==> src/rtl/fp_conv_pkg.sv <==
// Shared widths, limits and types for the floating-point conversion datapath.
package fp_conv_pkg;
  localparam int EXP_W = 3;
  localparam int SIG_W = 4;

  typedef logic [EXP_W-1:0] exp_t;
  typedef logic [SIG_W-1:0] sig_t;

  localparam exp_t EXP_MAX    = 3'b111;
  localparam sig_t SIG_MAX    = 4'b1111;
  localparam sig_t SIG_RENORM = 4'b1000;
endpackage

==> src/rtl/rounding_core.sv <==
// Combinational round-up with carry renormalisation and saturation.
// ROUNDING_SAT_FLAG_EN exposes the internal saturation decision as a port.
module rounding_core
  import fp_conv_pkg::*;
(
  input  exp_t exponent,
  input  sig_t significand,
  input  logic round_bit,
  output exp_t E,
  output sig_t F
`ifdef ROUNDING_SAT_FLAG_EN
  ,
  output logic saturated
`endif
);

  logic [SIG_W:0] sum;
  logic           carry;
  logic           sat;

  always_comb begin
    sum   = {1'b0, significand} + {{SIG_W{1'b0}}, round_bit};
    carry = sum[SIG_W];
    sat   = carry && (exponent == EXP_MAX);
    E     = exponent;
    F     = sum[SIG_W-1:0];
    // Carry-out renormalises into the exponent unless it is already at its limit.
    if (sat) begin
      E = EXP_MAX;
      F = SIG_MAX;
    end else if (carry) begin
      E = exponent + exp_t'(1);
      F = SIG_RENORM;
    end
  end

`ifdef ROUNDING_SAT_FLAG_EN
  assign saturated = sat;
`endif

endmodule

==> src/rtl/rounding.sv <==
// Rounding stage: one register stage around rounding_core.
// ROUNDING_SAT_FLAG_EN adds the registered 'saturated' output.
module rounding
  import fp_conv_pkg::*;
(
  input  logic clk,
  input  logic rst_n,
  input  logic in_valid,
  input  exp_t exponent,
  input  sig_t significand,
  input  logic round_bit,
  output logic out_valid,
`ifdef ROUNDING_SAT_FLAG_EN
  output logic saturated,
`endif
  output exp_t E,
  output sig_t F
);

  // Valid semantics: in_valid qualifies the inputs in the cycle it is high and is
  // always accepted (no ready); out_valid is in_valid delayed one cycle, and E/F
  // hold their last value while no new result arrives.

  exp_t core_e;
  sig_t core_f;
`ifdef ROUNDING_SAT_FLAG_EN
  logic core_sat;
`endif

  rounding_core u_core (
    .exponent    (exponent),
    .significand (significand),
    .round_bit   (round_bit),
    .E           (core_e),
    .F           (core_f)
`ifdef ROUNDING_SAT_FLAG_EN
    ,
    .saturated   (core_sat)
`endif
  );

  always_ff @(posedge clk or negedge rst_n) begin
    if (!rst_n) begin
      out_valid <= 1'b0;
      E         <= '0;
      F         <= '0;
`ifdef ROUNDING_SAT_FLAG_EN
      saturated <= 1'b0;
`endif
    end else begin
      out_valid <= in_valid;
      if (in_valid) begin
        E <= core_e;
        F <= core_f;
      end
`ifdef ROUNDING_SAT_FLAG_EN
      saturated <= in_valid && core_sat;
`endif
    end
  end

endmodule

==> config.mk <==
export PLATFORM = sky130hd
export DESIGN_NAME = rounding
export DESIGN_NICKNAME = d
export VERILOG_FILES = /design/src/rtl/fp_conv_pkg.sv /design/src/rtl/rounding_core.sv /design/src/rtl/rounding.sv
export SDC_FILE = /design/constraint.sdc
export NUM_CORES = 1
export LEC_CHECK = 0
export ABC_AREA = 1
export CORE_AREA = 2 2 39 41
export CTS_BUF_LIST = sky130_fd_sc_hd__clkbuf_4 sky130_fd_sc_hd__clkbuf_8 sky130_fd_sc_hd__clkbuf_16
export DETAILED_ROUTE_END_ITERATION = 10
export DIE_AREA = 0 0 41 43
export PLACE_DENSITY = 0.74
export RECOVER_POWER = 100
export SYNTH_ARGS = -nofsm -noshare
export SYNTH_HDL_FRONTEND = slang
export SYNTH_HIERARCHICAL = 1
export SYNTH_SLANG_ARGS = --single-unit
==> constraint.sdc <==
create_clock -name clk -period 0.8 [get_ports clk]
set_input_delay 0.2 -clock clk [delete_from_list [all_inputs] [get_ports clk]]
set_output_delay 0.2 -clock clk [all_outputs]
set_load 0.02 [all_outputs]
# After elaboration in Yosys (flattened, before gate mapping)
# Cells that the tools add are included.
# Widths: inputs -> output; s select.
[word_totals] reg_bits=8 inputBits=11 output_inout_bits=8
[op_classes] addsub=2 eq_ne=1 n_reduce_logical=1 muxes=4
[ops] cell="$mux 4" n=2
[ops] cell="$mux 3" n=2
[ops] cell="$add 4x1->5" n=1
[ops] cell="$add 3x1->3 const B" n=1
[ops] cell="$eq 3x3->1 const B" n=1
[ops] cell="$logic_and 1x1->1" n=1

# Logic depth before layout (Yosys ltp)
[logic_depth] ltp_word=3 depth_mapped=7 mapped_depth_nobuf=7

# Hierarchy
# The synthesis kept the hierarchy.
[modules_own_cells] mod="rounding" instances=1 cells_each=31 area_each_um2=294.0
[modules_own_cells] mod="rounding_core" instances=1 cells_each=27 area_each_um2=170.2

# Least setup slack after synthesis
# OpenSTA, ideal clock, no wires.
[synth_timing] path_type="input to register" start="input significand[0]" end="register E[2]" t_arrival_ns=0.954 slack_ns=-0.271 setup_ns=0.117 cell_stages=7 path_cell_list="ha_1 > ha_1 > nand3_4 > nand2_1 > o21ai_2 > nand2_1 > nand2_1"
[synth_via] elab_chain_len=3
[synth_lines] item="start, declared" line="rounding.sv:10" source="input sig_t significand,"
[synth_lines] item="$add 4x1->5 (*)" line="rounding_core.sv:22" source="sum = {1'b0, significand} + {{SIG_W{1'b0}}, round_bit};"
[synth_lines] item="$mux 3 / $logic_and 1x1->1 (equally long branches)" line="rounding_core.sv:31, rounding_core.sv:24"
[synth_lines] item="$mux 3 (*)" line="rounding_core.sv:28" source="if (sat) begin"
[synth_lines] item="net core_e[2]" line="rounding.sv:24" source="exp_t core_e;"
[synth_lines] item="end signal, assigned" line="rounding.sv:53" source="E <= core_e;"
[synth_lines] item="end, declared" line="rounding.sv:16" source="output exp_t E,"
# Mark *: on every way through the listed nets, which the timed path passes. The rest lies on a longest branch.
# A chain may end at the register's enable or synchronous reset.

# Worst setup path after layout
[layout_timing] start="register E[0]" end="output E[0]"
# No word-level cell between the ends.

==> impl_metrics.py <==
metrics = {
    "floorplan": {
        "rows": 14,
        "start_util": 0.335,
        "io_pins": 19,
        "die_x_um": 41,
        "die_height_um": 43,
        "die_area_um2": 1760,
        "core_area_um2": 1380,
    },
    "run": {
        "cap_violations": 0,
    },
    "worst_setup_path": {
        "critPathMaxStageDelay_ns": 0.39,
        "rr_endpoint": "E[0]",
        "cp-start-kind": "flip-flop",
        "path_cells": "buf_6",
        "r2r.worst_path.cells": 4,
        "path_max_fanout": 2,
        "critical_path_buf_inv_count": 1,
        "required_ns": 0.60,
        "arrival_ns": 0.77,
        "rr_startpoint": "E[0]",
        "critical_path_class": "flip-flop to output pin",
        "cpLargestDelayFamily": "flip-flops",
        "end_kind": "output pin",
        "crit_path_top_delay_cell": "dfrtp_1",
        "reg2reg_slack_ns": -0.04,
    },
    "clock_network": {
        "numCtsBuffers": 3,
        "insertion_delay_ns": 0.24,
        "cts_buffer_depth": 2,
        "clk_pin_slew_worst_paths_ns": 0.05,
        "cts_root_buf": "clkbuf_4",
        "clkSinkCount": 8,
        "ctsHtreeMaxLevel": 1,
        "cts_tree": "built",
        "hold_buffers": 0,
    },
    "final_layout": {
        "n_fill_cell": 128,
        "synthToLayoutAreaGrowth_pct": 87.9,
        "layout-drive-gt1-share": 0.516,
        "final_nets": 108,
        "stdcell_count": 107,
        "insertedDiodeCount": 0,
        "final_util": 0.630,
        "fin_area_um2": 872,
    },
    "grt": {
        "grt_usage": 0.140,
        "grt_use_met1": 0.180,
        "antenna_found_initial": 0,
        "grt_pass1_wl_mm": 1.70,
        "met2_usage": 0.206,
        "met3_usage": 0.0157,
        "busiest_layer": "met2",
        "overflow": 0,
        "grt_pass1_vias": 406,
        "grt_start_max_net_pins": 9,
    },
    "synthesis": {
        "synthSimpleGateAreaFrac": 0.353,
        "synthAdderAreaFrac": 0.108,
        "synth_compound_gate_area_share": 0.0404,
        "muxShareOfSynthArea": 0,
        "synth-seq-cells": 8,
        "synth_cell_type_count": 13,
        "synthesis.area_um2": 464,
        "synth_top_family_by_area": "simple AND/OR/NAND/NOR gates",
        "synthXorXnorAreaFrac": 0.0189,
        "netlist_instances": 58,
        "syn_nets": 73,
        "yosysSeqAreaShare": 0.431,
        "syn_area_per_cell_um2": 8.00,
        "synth_warnings": 6,
    },
    "sta": {
        "hold_ws_ns": 0.254,
        "tightest_slew_ns": 0.358,
        "slew_headroom": 0.761,
        "timing.clock.skew_ns": 0,
        "period_minus_slack_ns": 0.967,
        "setup_slack_ns": -0.167,
        "fmax_mhz": 1030,
        "finalHoldViolations": 0,
        "maxSlewViolCount": 0,
        "finalCritPeriodShare": 1.21,
        "rsz0062_at_grt": "true",
        "finalSetupViolations": 13,
    },
    "power": {
        "ir_drop_uv": 553,
        "power_uw": 1230,
        "leakage_uw": 0.000449,
        "power.density_nw_per_um2": 1410,
    },
    "hold_path": {
        "hp-start": "exponent[1]",
        "hold_end": "E[1]",
        "hold_class": "input port to flip-flop",
        "hold_path_depth": 5,
    },
    "status": {
        "status": "finished, violations left",
        "violations": "setup timing",
    },
    "routing": {
        "num_vias": 465,
        "routed_wl_mm": 1.03,
        "drcViolationCount": 0,
        "antenna_left": 0,
        "drt_iter0_markers": 3,
        "wl_per_cell_um": 9.59,
        "firstDrtPassIters": 2,
        "viasPerCell": 4.35,
    },
    "place": {
        "placedCellCount": 99,
        "dpl.hpwl_um": 775,
        "place.gp.congestion": 0.750,
        "port_buffers": 18,
        "post_dp_cell_area_um2": 766,
    },
}
==> per-stage QoR <==
stage	setup TNS, ns	setup slack (ns)
6_report	-1.37	-0.167
5_1_grt	-1.83	-0.198
4_1_cts	-1.39	-0.187
3_5_place_dp	-7.57	-0.724
3_3_place_gp	-7.25	-0.680
2_1_floorplan	-0.761	-0.117
==> metal layers <==
layer / up-vias / part of all wire / wire [µm]
li1: 256 / - / -
met1: 194 / 0.41 / 423
met2: 15 / 0.53 / 543
met3: 0 / 0.058 / 59
met4: 0 / 0 / 0
met5: - / 0 / 0
==> worst max path at each step <==
stage | slack, ns | depth (start not counted) | endpoint | start
after floorplan | -0.12 | 6 | E[2] | exponent[0]
after global placement | -0.68 | 8 | E[1] | round_bit
after detailed placement | -0.72 | 8 | E[1] | round_bit
after CTS | -0.19 | 1 | E[0] | E[0]
after global routing | -0.20 | 1 | E[0] | E[0]
final | -0.17 | 1 | E[0] | E[0]
==> placed cells by master, fill, tap and decap left out, drive strengths merged <==
cell type and count:
buf 24, clkbuf 6, nand3 4, nand2 30, ha 4, dlygate4sd3 1
nor2 3, inv 3, dlymetal6s2s 1, nand4 2, clkdlybuf4s18 1, o21ai 3
dfrtp 8, xnor2 1
==> state kept, by name, summed over array words and instances, names as in the netlist <==
| signal | flops |
|---|---|
| E | 3 |
| F | 4 |
| out_valid | 1 |
==> report_power, final <==
group / switching [µW] / leakage [µW] / internal, µW
clock network: 123 / 0.0000138 / 171
logic: 203 / 0.000338 / 258
registers: 26.2 / 0.0000970 / 447
==> cell usage after synthesis <==
master	n	share of area
dfrtp_1	8	0.43
buf_6	1	0.024
nand4_1	2	0.027
o21ai_1	2	0.022
nor2_1	3	0.024
inv_2	1	0.0081
nand3_1	2	0.022
nand3_4	1	0.038
nand2_1	30	0.24
xnor2_1	1	0.019
ha_1	4	0.11
o21ai_2	1	0.019
inv_1	2	0.016
==> final cells by class <==
type | instances | area, µm² | area share
clock buffer | 3 | 22.5 | 0.0258
multi-input combinational | 47 | 345 | 0.396
inverter | 3 | 11.3 | 0.0129
sequential | 8 | 200 | 0.230
timing repair buffer | 30 | 273 | 0.313
tap | 16 | 20.0 | 0.0230
==> repair_timing <==
action                     CTS  global route
gates cloned                 1             0
setup buffers                2             2
setup endpoints to repair   15            15
pin swaps                    8            15
resized for setup           79            17
==> logic make-up after synthesis <==
logic type / after synthesis
adder cells (fa/ha/maj): 4
XOR/XNOR: 1
flip-flops: 8
buffers and inverters: 4
AO/OA/AOI/OAI: 3
AND/OR/NAND/NOR: 38
Note: power is estimated with default switching activity, not from simulation.
